===== config.mk =====
export PLATFORM = sky130hd
export DESIGN_NAME = bus_sequencer
export DESIGN_NICKNAME = d
export VERILOG_FILES = /design/src/rtl/bus_sequencer_pkg.sv /design/src/rtl/seq_output_decode.sv /design/src/rtl/bus_sequencer.sv
export SDC_FILE = /design/constraint.sdc
export NUM_CORES = 1
export LEC_CHECK = 0
export CORE_ASPECT_RATIO = 1.25
export CORE_MARGIN = 8
export CORE_UTILIZATION = 35
export DETAILED_ROUTE_END_ITERATION = 10
export SLEW_MARGIN = 20
export SYNTH_ARGS = -nofsm -noshare
export SYNTH_HDL_FRONTEND = slang
export SYNTH_HIERARCHICAL = 1
export SYNTH_SLANG_ARGS = --single-unit

===== constraint.sdc =====
create_clock -name clock -period 2.05 [get_ports clock]
set_clock_uncertainty 0.15 [all_clocks]
set_input_delay 0.3075 -clock clock [delete_from_list [all_inputs] [get_ports clock]]
set_output_delay 0.3075 -clock clock [all_outputs]
set_load 0.02 [all_outputs]

===== src/rtl/bus_sequencer_pkg.sv =====
// bus_sequencer shared types: states, opcode classes, bus codes
// and the control bundle produced by the output decoder.
package bus_sequencer_pkg;

  localparam int CODE_W = 5;

  typedef enum logic [3:0] {
    T0, T1, T2, T3, T4, T5, T6, T7,
    PAUSE, HALT, FAULT
  } state_t;

  localparam logic [4:0] SRC_NONE = 5'd0;
  localparam logic [4:0] SRC_REG  = 5'd1;
  localparam logic [4:0] SRC_PC   = 5'd2;
  localparam logic [4:0] SRC_MDR  = 5'd3;
  localparam logic [4:0] SRC_ZHI  = 5'd4;
  localparam logic [4:0] SRC_ZLO  = 5'd5;
  localparam logic [4:0] SRC_COUT = 5'd8;

  localparam logic [4:0] OP_ADD  = 5'd0;
  localparam logic [4:0] OP_ROL  = 5'd8;
  localparam logic [4:0] OP_ADDI = 5'd12;
  localparam logic [4:0] OP_ORI  = 5'd14;
  localparam logic [4:0] OP_MUL  = 5'd15;
  localparam logic [4:0] OP_DIV  = 5'd16;
  localparam logic [4:0] OP_LD   = 5'd17;
  localparam logic [4:0] OP_ST   = 5'd18;
  localparam logic [4:0] OP_NOP  = 5'd26;
  localparam logic [4:0] OP_HALT = 5'd27;

  localparam logic [4:0] ALU_ADD = 5'd0;

  typedef enum logic [2:0] {
    CL_R, CL_IMM, CL_MD, CL_LD,
    CL_ST, CL_NOP, CL_HALT, CL_ILL
  } op_class_t;

  typedef struct packed {
    logic [4:0] src;
    logic       gra;
    logic       grb;
    logic       grc;
    logic       r_in;
    logic       pc_in;
    logic       ir_in;
    logic       mar_in;
    logic       mdr_in;
    logic       y_in;
    logic       z_in;
    logic       hi_in;
    logic       lo_in;
    logic       mdr_from_mem;
    logic       inc_pc;
    logic       mem_read;
    logic       mem_write;
    logic       running;
    logic [4:0] alu_op;
  } ctrl_t;

  function automatic op_class_t classify(
    input logic [CODE_W-1:0] op
  );
    case (op) inside
      [OP_ADD:OP_ROL]:  return CL_R;
      [OP_ADDI:OP_ORI]: return CL_IMM;
      OP_MUL, OP_DIV:   return CL_MD;
      OP_LD:            return CL_LD;
      OP_ST:            return CL_ST;
      OP_NOP:           return CL_NOP;
      OP_HALT:          return CL_HALT;
      default:          return CL_ILL;
    endcase
  endfunction

endpackage


===== src/rtl/seq_output_decode.sv =====
// Control-step decoder: maps the current step and opcode class
// to the bus driver select and every latch/memory enable.
module seq_output_decode
  import bus_sequencer_pkg::*;
(
  input  state_t            state,
  input  logic [CODE_W-1:0] ir_op,
  output ctrl_t             ctrl
);

  op_class_t cl;

  assign cl = classify(ir_op);

  always_comb begin
    ctrl = '0;
    ctrl.src = SRC_NONE;
    ctrl.running = 1'b1;
    ctrl.alu_op = (state == T0 || cl == CL_LD || cl == CL_ST)
                ? ALU_ADD : ir_op;
    unique case (state)
      T0: begin
        ctrl.src = SRC_PC;
        ctrl.mar_in = 1'b1;
        ctrl.inc_pc = 1'b1;
        ctrl.z_in = 1'b1;
      end
      T1: begin
        ctrl.src = SRC_ZLO;
        ctrl.pc_in = 1'b1;
        ctrl.mem_read = 1'b1;
        ctrl.mdr_in = 1'b1;
        ctrl.mdr_from_mem = 1'b1;
      end
      T2: begin
        ctrl.src = SRC_MDR;
        ctrl.ir_in = 1'b1;
      end
      T3: begin
        unique case (cl)
          CL_R, CL_IMM, CL_LD, CL_ST: begin
            ctrl.grb = 1'b1;
            ctrl.src = SRC_REG;
            ctrl.y_in = 1'b1;
          end
          CL_MD: begin
            ctrl.gra = 1'b1;
            ctrl.src = SRC_REG;
            ctrl.y_in = 1'b1;
          end
          default: ;
        endcase
      end
      T4: begin
        unique case (cl)
          CL_R: begin
            ctrl.grc = 1'b1;
            ctrl.src = SRC_REG;
            ctrl.z_in = 1'b1;
          end
          CL_IMM, CL_LD, CL_ST: begin
            ctrl.src = SRC_COUT;
            ctrl.z_in = 1'b1;
          end
          CL_MD: begin
            ctrl.grb = 1'b1;
            ctrl.src = SRC_REG;
            ctrl.z_in = 1'b1;
          end
          default: ;
        endcase
      end
      T5: begin
        unique case (cl)
          CL_R, CL_IMM: begin
            ctrl.src = SRC_ZLO;
            ctrl.gra = 1'b1;
            ctrl.r_in = 1'b1;
          end
          CL_MD: begin
            ctrl.src = SRC_ZLO;
            ctrl.lo_in = 1'b1;
          end
          CL_LD, CL_ST: begin
            ctrl.src = SRC_ZLO;
            ctrl.mar_in = 1'b1;
          end
          default: ;
        endcase
      end
      T6: begin
        unique case (cl)
          CL_MD: begin
            ctrl.src = SRC_ZHI;
            ctrl.hi_in = 1'b1;
          end
          CL_LD: begin
            ctrl.mem_read = 1'b1;
            ctrl.mdr_in = 1'b1;
            ctrl.mdr_from_mem = 1'b1;
          end
          CL_ST: begin
            ctrl.gra = 1'b1;
            ctrl.src = SRC_REG;
            ctrl.mdr_in = 1'b1;
          end
          default: ;
        endcase
      end
      T7: begin
        unique case (cl)
          CL_LD: begin
            ctrl.src = SRC_MDR;
            ctrl.gra = 1'b1;
            ctrl.r_in = 1'b1;
          end
          CL_ST: ctrl.mem_write = 1'b1;
          default: ;
        endcase
      end
      default: ctrl.running = 1'b0;
    endcase
  end

endmodule


===== src/rtl/bus_sequencer.sv =====
// Control-step sequencer for the shared datapath bus: state
// register, memory-wait timeout counter and sticky fault flag.
module bus_sequencer
  import bus_sequencer_pkg::*;
#(
  parameter int SRC_W       = 5,
  parameter int OP_W        = 5,
  parameter int MEM_TIMEOUT = 255
) (
  input  logic             clock,
  input  logic             clear,
  input  logic [OP_W-1:0]  ir_op,
  input  logic             mem_ready,
  input  logic             stop,
  output logic [SRC_W-1:0] src_sel,
  output logic             gra,
  output logic             grb,
  output logic             grc,
  output logic             r_in,
  output logic             pc_in,
  output logic             ir_in,
  output logic             mar_in,
  output logic             mdr_in,
  output logic             y_in,
  output logic             z_in,
  output logic             hi_in,
  output logic             lo_in,
  output logic             mdr_from_mem,
  output logic             inc_pc,
  output logic [OP_W-1:0]  alu_op,
  output logic             mem_read,
  output logic             mem_write,
  output logic             running,
  output logic             fault
);

  localparam int CW = $clog2(MEM_TIMEOUT + 1);
  localparam logic [CW-1:0] LAST = CW'(MEM_TIMEOUT - 1);

  state_t            state;
  state_t            boundary;
  logic [CW-1:0]     cnt;
  logic              fault_q;
  logic              wait_st;
  logic [CODE_W-1:0] op;
  op_class_t         cl;
  ctrl_t             c;

  assign op = CODE_W'(ir_op);
  assign cl = classify(op);
  assign wait_st = (state == T1)
                || (state == T6 && cl == CL_LD)
                || (state == T7 && cl == CL_ST);
  assign boundary = stop ? PAUSE : T0;

  always_ff @(posedge clock) begin
    if (clear) begin
      state <= T0;
      cnt <= '0;
      fault_q <= 1'b0;
    end else begin
      cnt <= '0;
      if (wait_st && !mem_ready) begin
        if (cnt == LAST) begin
          state <= FAULT;
          fault_q <= 1'b1;
        end else begin
          cnt <= cnt + CW'(1);
        end
      end else begin
        unique case (state)
          T0: state <= T1;
          T1: state <= T2;
          T2: state <= T3;
          T3: begin
            unique case (cl)
              CL_ILL: begin
                state <= FAULT;
                fault_q <= 1'b1;
              end
              CL_NOP:  state <= boundary;
              CL_HALT: state <= HALT;
              default: state <= T4;
            endcase
          end
          T4: state <= T5;
          T5: begin
            if (cl == CL_MD || cl == CL_LD || cl == CL_ST)
              state <= T6;
            else
              state <= boundary;
          end
          T6: begin
            if (cl == CL_LD || cl == CL_ST)
              state <= T7;
            else
              state <= boundary;
          end
          T7: state <= boundary;
          PAUSE: if (!stop) state <= T0;
          default: state <= state;
        endcase
      end
    end
  end

  seq_output_decode u_dec (
    .state (state),
    .ir_op (op),
    .ctrl  (c)
  );

  assign src_sel      = SRC_W'(c.src);
  assign gra          = c.gra;
  assign grb          = c.grb;
  assign grc          = c.grc;
  assign r_in         = c.r_in;
  assign pc_in        = c.pc_in;
  assign ir_in        = c.ir_in;
  assign mar_in       = c.mar_in;
  assign mdr_in       = c.mdr_in;
  assign y_in         = c.y_in;
  assign z_in         = c.z_in;
  assign hi_in        = c.hi_in;
  assign lo_in        = c.lo_in;
  assign mdr_from_mem = c.mdr_from_mem;
  assign inc_pc       = c.inc_pc;
  assign alu_op       = OP_W'(c.alu_op);
  assign mem_read     = c.mem_read;
  assign mem_write    = c.mem_write;
  assign running      = c.running;
  assign fault        = fault_q;

endmodule


* Word-level counts from Yosys, hierarchy flattened
Index checks and enable logic that the tools add are counted.
Storage, ports and cells: register bits after elaboration 13, bits of input ports 9, output and inout port bits 28
Cells by class: reductions and logical operators 29, eq/ne operators 24, $lt $le $gt $ge 4, add/subtract/negate cells 1, multiplexer cells 50, bitwise logic cells 1
Operators with widths (number):
- case mux 4 bit (9 select lines) | 1
- case mux 4 bit (8 select lines) | 1
- == test 5 bit (second input constant) | 5
- two-way mux 3 bit | 8
- two-way mux 4 bit | 6
- two-way mux 1 bit | 23
- == test 4 x 3 -> 1 bit (second input constant) | 4
- == test 3 bit (second input constant) | 4
- case mux 1 bit (2 select lines) | 6
- case mux 4 bit (3 select lines) | 1
- <= comparator 5 x 4 -> 1 bit (second input constant) | 2
- nonzero test 10 bit | 1
- adder 8 x 1 -> 8 bit (second input constant) | 1
- == test 4 x 2 -> 1 bit (second input constant) | 2
- == test 8 bit (second input constant) | 1
- case mux 4 bit (2 select lines) | 1
- OR reduction 2 bit | 4
- OR reduction 8 bit | 1
- logical OR 1 bit | 7
- == test 3 x 2 -> 1 bit (second input constant) | 2
- case mux 3 bit (2 select lines) | 1
- AND reduction 3 bit | 2
- OR reduction 3 bit | 2
- == test 5 x 4 -> 1 bit (second input constant) | 1
- 17 further kinds | 22

* Longest topological paths before layout
Gate-level depths: netlist of the first run.
depth after elaboration 15, gate-level depth with buffers 7, mapped depth without buffers 7

* By module
The synthesis of the first run kept the hierarchy.
By module, submodules not included:
- bus_sequencer | times used 1, cells each 116, seq. area each 260.2 µm², area each 942.2 µm²
- seq_output_decode | times used 1, cells each 100, seq. area each 0.0 µm², area each 633.1 µm²

* Worst setup path before layout of the first run
OpenSTA, ideal clock, no wires.
path type flip-flop to output port, start point register state[1], end point output port mdr_from_mem, buffers on the path 2, arrival 1.528 ns, data required time 1.592 ns, slack 0.064 ns, stages on the path, launching flop included 7, cell sequence dfxtp_1 > buf_2 > inv_1 > nor2_1 > a21oi_1 > nor2_1 > buf_4
On the way: longest elaborated chain between the ends 2
Ends and longest elaborated chain:
- start: declaration | line bus_sequencer.sv:40 | state_t state;
- start signal: assignment | line bus_sequencer.sv:81 | CL_NOP: state <= boundary;
- start signal: assignment | line bus_sequencer.sv:91 | state <= boundary;
- start signal: assignment | line bus_sequencer.sv:97 | state <= boundary;
- == test 4 x 3 -> 1 bit / == test 4 x 1 -> 1 bit (equally long branches)
- case mux 1 bit (2 select lines) *
- end: declaration | line bus_sequencer.sv:28 | output logic mdr_from_mem,
Every way passes the cells marked *; elsewhere a longest branch is shown, timed or not.

* Worst setup path after layout of the first run
start point register state[0], end point register state[1]
On the way: longest elaborated chain between the ends 7
Ends and longest elaborated chain:
- == test 4 x 3 -> 1 bit | line bus_sequencer.sv:52, bus_sequencer.sv:71
- logical AND 1 bit | line bus_sequencer.sv:52 | || (state == T6 && cl == CL_LD)
- logical OR 1 bit | line bus_sequencer.sv:52
- logical OR 1 bit | line bus_sequencer.sv:53 | || (state == T7 && cl == CL_ST);
- logical AND 1 bit | line bus_sequencer.sv:63 | if (wait_st && !mem_ready) begin
- nonzero test 10 bit (no source line) (tied with other cells)
- AND reduction 3 bit (no source line)
Parallel ways exist; a longest one is shown, timed or not. A chain may end at the register's enable or synchronous reset.

==> flow_summary.json, run 1 <==
{
  "syn_area_per_cell_sq_um": 7.29,
  "grt_pass1_vias": 1775,
  "drv_cap": 0,
  "insertion_delay_ps": 240,
  "grt_usage": 0.131,
  "finalNonFillerCells": 359,
  "final_hold_viol_count": 0,
  "clkSlewWorstSetupHoldPaths_ps": 50,
  "tritoncts": "yes",
  "crit_path_end_kind": "flip-flop",
  "stdcell_area_sq_um": 2450,
  "initial_core_util": 0.361,
  "ios": 37,
  "cp.required_ps": 2030,
  "netlist.area_leader.share": 0.165,
  "overflow": 0,
  "holdBufCountCts": 0,
  "drt-total-wl_microns": 4670,
  "slowest_stage": "or4_4",
  "portBuffers": 35,
  "setup_viol": 0,
  "leakage_uw": 0.00106,
  "rsz0062_at_grt": "true",
  "grt_max_degree": 15,
  "grt_pass1_wl_microns": 7930,
  "vias": 1834,
  "root_buffer": "clkbuf_8",
  "placedCellCount": 346,
  "synth_edf_count": 0,
  "routed_via_density": 5.11,
  "critical-path-max-stage-delay_ps": 490,
  "top_layer": "met4",
  "period_share": 0.996,
  "async_reset_ff_frac": 0,
  "ant_nets": 0,
  "ys_types": 62,
  "htree_levels": 1,
  "critPathMaxFanout": 7,
  "wl_met3_microns": 201,
  "p_total_uw": 2270,
  "core_region_area_sq_um": 4360,
  "synth_seq_cells": 13,
  "design.die.area_sq_um": 6920,
  "fill_cells": 431,
  "layout-drive-gt1-share": 0.419,
  "synthCells": 216,
  "antenna_found_initial": 0,
  "layout_min_cycle_time_ps": 2040,
  "synth_top_area_cell": "dfxtp_1",
  "synth.net_count": 227,
  "crit_type": "flip-flop to flip-flop",
  "final_util": 0.563,
  "drtIter0Drc": 86,
  "routedLengthMet1_microns": 2000,
  "numCtsBuffers": 3,
  "wl_per_cell_microns": 13.0,
  "ctsLongestPathBuffers": 2,
  "p_per_area_nw_per_um2": 923,
  "fmax_mhz": 490,
  "dp_hpwl_microns": 3480,
  "dieHeight_microns": 91.0,
  "ys.flop_type": "dfxtp_1",
  "cp-start-kind": "flip-flop",
  "gp_congestion": 0.849,
  "met2RoutedLength_microns": 2380,
  "synth_area_sq_um": 1580,
  "outcome": "completed",
  "die_w_microns": 76.0,
  "vdd_drop_max_v": 0.000481,
  "final_nets": 313,
  "cp_data_arrival_time_ps": 2020,
  "drc_errors": 0,
  "slew_violations": 0,
  "firstDrtPassIters": 4,
  "yosysWarningCount": 6,
  "synthTopCellsByArea": "dfxtp_1 17%, nor2_1 7.9%, a21oi_1 4.4%, nand2_1 3.3%, xor2_1 3.3%",
  "synthToLayoutAreaGrowth_pct": 55.8,
  "holdCritPathClass": "flip-flop to flip-flop",
  "cp_cell_sequence": "buf_4 -> or3_4 -> o21ai_2 -> nand3_2 -> or4_4 -> o211a_1",
  "n_antenna_cell": 0,
  "postPlaceCellArea_sq_um": 2310,
  "core.rowCount": 27,
  "cts_sinks": 13,
  "yosysSeqAreaShare": 0.165
}
through the flow:
step	setup TNS (ps)	hold WS (ps)	setup slack (ps)
2_1_floorplan	0	230	64.3
5_1_grt	-85.9	319	-48.8
3_5_place_dp	-19500	299	-753
4_1_cts	-6.28	311	-6.28
3_3_place_gp	-18750	293	-731
6_report	0	316	7.62
cells in the mapped netlist, drive strengths merged (5+ instances only):
library cell,n
nor2,33
nand2,14
inv,7
dfxtp,13
and2,5
nor2b,8
nor3b,5
buf,14
and3b,5
o21ai,10
xor2,6
a21oi,15
nor3,5
nand3,10
nand2b,6
cell type report:
cell class / instances / area, sq um / share of cell area
sequential: 13 / 267 / 0.109
multi-input combinational: 178 / 1250 / 0.509
timing repair buffer: 99 / 796 / 0.324
tap: 58 / 72.6 / 0.0296
inverter: 7 / 26.3 / 0.0107
clock buffer: 4 / 45.0 / 0.0183
per-layer routing:
layer	global-route usage	vias up
li1	-	949
met2	0.248	35
met5	0	-
met1	0.140	842
met3	0.0286	8
met4	0.0393	0
sequential cells by signal, indices dropped and copies added (netlist names):
name	flops
state	4
fault	1
cnt	8
critical path, delay by kind of cell (launching register included):
family                 cells  cell delay, ps
AND/OR/NAND/NOR            3             980
flip-flops                 1             370
AO/OA/AOI/OAI              2             290
buffers and inverters      1             150
placed cells by master (no fill, tap or decap), types with 3 or more instances in the layout:
cell,instances
a211oi_1,3
a21oi_1,11
a21oi_2,4
a31oi_1,3
and2_1,5
and3b_1,3
buf_2,12
buf_4,58
buf_6,10
clkbuf_2,3
clkbuf_8,3
clkdlybuf4s15_2,6
clkdlybuf4s50_1,5
dfxtp_1,10
dlygate4sd2_1,4
inv_1,7
nand2_1,13
nand2b_1,6
nand3_1,9
nor2_1,30
nor2_2,3
nor2b_1,8
nor3_1,5
nor3b_1,3
o211ai_1,3
o21ai_0,6
o21ai_1,3
xnor2_1,3
xor2_1,5
where the power goes:
group / switching [uW] / internal (uW)
combinational: 853 / 856
sequential: 43.4 / 291
clock: 85.4 / 137
total: 982 / 1280
kinds of logic after synthesis:
family | after synthesis | synth area share
buffers and inverters | 25 | 0.0882
muxes | 1 | 0.00635
DFF | 13 | 0.165
adders and majority gates | 2 | 0.0159
and+or+nand+nor | 108 | 0.403
xor gates and xnor gates | 9 | 0.0500
other | 1 | 0.00238
AOI/OAI and AO/OA | 57 | 0.269
worst paths after layout:
kind / from / end / slack, ps / cells after the start
setup / recovery: state[0] / state[1] / 8 / 6
hold / removal: cnt[0] / cnt[0] / 320 / 1
setup reg to reg: state[0] / state[1] / 8 / 6
hold reg to reg: cnt[0] / cnt[0] / 320 / 1
timing repair:
item                                    in CTS  in global routing
pin swaps                                   10                 12
setup buffers                                5                  2
cloned                                       2                  0
endpoints found under the setup margin      38                 31
gates resized for setup                    114                 28
No activity file was read; power rests on OpenSTA's default activity.
==> run 2: changes to the inputs <==
--- a/config.mk
+++ b/config.mk
@@ -8,7 +8,9 @@
 export CORE_ASPECT_RATIO = 1.25
 export CORE_MARGIN = 8
 export CORE_UTILIZATION = 35
+export CTS_CLUSTER_SIZE = 14
 export DETAILED_ROUTE_END_ITERATION = 10
+export GPL_ROUTABILITY_DRIVEN = 0
 export SLEW_MARGIN = 20
 export SYNTH_ARGS = -nofsm -noshare
 export SYNTH_HDL_FRONTEND = slang
==> results of run 2 <==
Final layout, timing and power as in run 1 (identical DEF).
==> run 3: changes to the inputs <==
--- a/config.mk
+++ b/config.mk
@@ -11,6 +11,7 @@
 export CTS_CLUSTER_SIZE = 14
 export DETAILED_ROUTE_END_ITERATION = 10
 export GPL_ROUTABILITY_DRIVEN = 0
+export GPL_TIMING_DRIVEN = 0
 export SLEW_MARGIN = 20
 export SYNTH_ARGS = -nofsm -noshare
 export SYNTH_HDL_FRONTEND = slang
==> flow_summary.json, run 3 (same netlist as run 1, synthesis figures left out) <==
{
  "vias": 1739,
  "wl_per_cell_microns": 13.8,
  "intPower_uw": 1070,
  "clkSlewWorstSetupHoldPaths_ps": 60,
  "cts_sinks": 13,
  "core.rowCount": 27,
  "design.die.area_sq_um": 6920,
  "leakage_uw": 0.000895,
  "antenna_found_initial": 0,
  "p_per_area_nw_per_um2": 908,
  "grt_usage": 0.123,
  "final_cell_mix": "29 x nor2_1, 20 x buf_4, 13 x buf_2, 13 x a21oi_1, 13 x nand2_1",
  "routed_via_density": 5.33,
  "holdCritPathClass": "flip-flop to flip-flop",
  "rsz0062_at_grt": "true",
  "outcome": "completed",
  "holdBufCountCts": 0,
  "die_w_microns": 76.0,
  "drt-total-wl_microns": 4510,
  "pwr-share-comb": 0.720,
  "p_switching_uw": 949,
  "setup_viol": 0,
  "ios": 37,
  "layout_min_cycle_time_ps": 2020,
  "initial_core_util": 0.361,
  "crit_path_end": "state[1]",
  "grt_pass1_wl_microns": 7550,
  "grt_pass1_vias": 1664,
  "insertion_delay_ps": 240,
  "swShare": 0.471,
  "grt_max_degree": 13,
  "tritoncts": "yes",
  "cp.required_ps": 2030,
  "r2r_start": "state[2]",
  "layout_commonest_cell": "nor2_1",
  "ff2ff_setup_slack_ps": 30,
  "overflow": 0,
  "reg2reg_depth": 6,
  "reg2reg_to": "state[1]",
  "final_nets": 280,
  "drc_errors": 0,
  "period_share": 0.987,
  "critPathLaunch": "state[2]",
  "final_hold_viol_count": 0,
  "largest_register": "cnt",
  "synthToLayoutAreaGrowth_pct": 40.9,
  "final_util": 0.509,
  "n_antenna_cell": 0,
  "slew_violations": 0,
  "dp_hpwl_microns": 3250,
  "htree_levels": 1,
  "firstDrtPassIters": 4,
  "largest_reg_flops": 8,
  "ctsLongestPathBuffers": 2,
  "cp_data_arrival_time_ps": 2000,
  "portBuffers": 35,
  "dieHeight_microns": 91.0,
  "power.share.clock": 0.113,
  "fmax_mhz": 494,
  "drtIter0Drc": 136,
  "ant_nets": 0,
  "numCtsBuffers": 3,
  "cp-start-kind": "flip-flop",
  "layout-drive-gt1-share": 0.354,
  "root_buffer": "clkbuf_8",
  "core_region_area_sq_um": 4360,
  "crit_path_end_kind": "flip-flop",
  "holdWs_ps": 306,
  "vdd_drop_max_v": 0.000742,
  "critPathMaxFanout": 6,
  "crit_type": "flip-flop to flip-flop",
  "power_frac_seq": 0.167,
  "drv_cap": 0
}
==> run 3: cell type report <==
type	count	area, sq um
sequential	13	270
clock buffer	4	45.0
tap	58	72.6
buffer	18	163
timing repair buffer	48	383
inverter	7	26.3
multi-input combinational	178	1260
fill	429	2140
==> run 3: per-layer routing <==
layer / track usage / part of all wire
met2: 0.216 / 0.51
met3: 0.0207 / 0.049
met1: 0.143 / 0.42
met5: 0 / 0
met4: 0.0525 / 0.020
==> run 3: worst min-delay path by stage <==
stage,startpoint,end,cells past startpoint
detailed placement,cnt[0],cnt[0],1
finish,cnt[0],cnt[0],1
global route,cnt[0],cnt[0],1
floorplan,clear,fault,1
CTS,cnt[0],cnt[0],1
global placement,cnt[0],cnt[0],1
==> run 3: power groups by stage <==
stage               Clock (uW)  Combinational [uW]  Sequential, uW
global placement             0                1420             335
detailed placement           0                1420             335
finish                     227                1450             337
floorplan                    0                 908             326
global route               251                1600             345
CTS                        231                1360             338
==> run 3: through the flow <==
step / cells / total power, uW / cell area, sq um / setup slack, ps / TNS, ps
2_1_floorplan: 216 / 1230 / 1580 / 64.3 / 0
3_3_place_gp: 309 / 1750 / 2000 / -1020 / -22510
3_5_place_dp: 309 / 1750 / 2000 / -1010 / -22400
4_1_cts: 314 / 1930 / 2050 / -66.0 / -83.8
5_1_grt: 326 / 2190 / 2220 / -56.1 / -220
6_report: 326 / 2020 / 2220 / 27.2 / 0
==> run 3: timing repair <==
action,in CTS,in global routing
gates cloned,0,1
endpoints found under the setup margin,39,33
gates resized for setup,118,47
setup buffers,1,11
pin swaps,5,15
endpoints found under the hold margin,0,0
==> run 3: worst max-delay path: stages, from the launching register on <==
cell	delay, ps
dfxtp_4	390
buf_6	130
or3_4	330
o21ai_2	150
nand3_2	110
or4_1	520
o211a_1	140
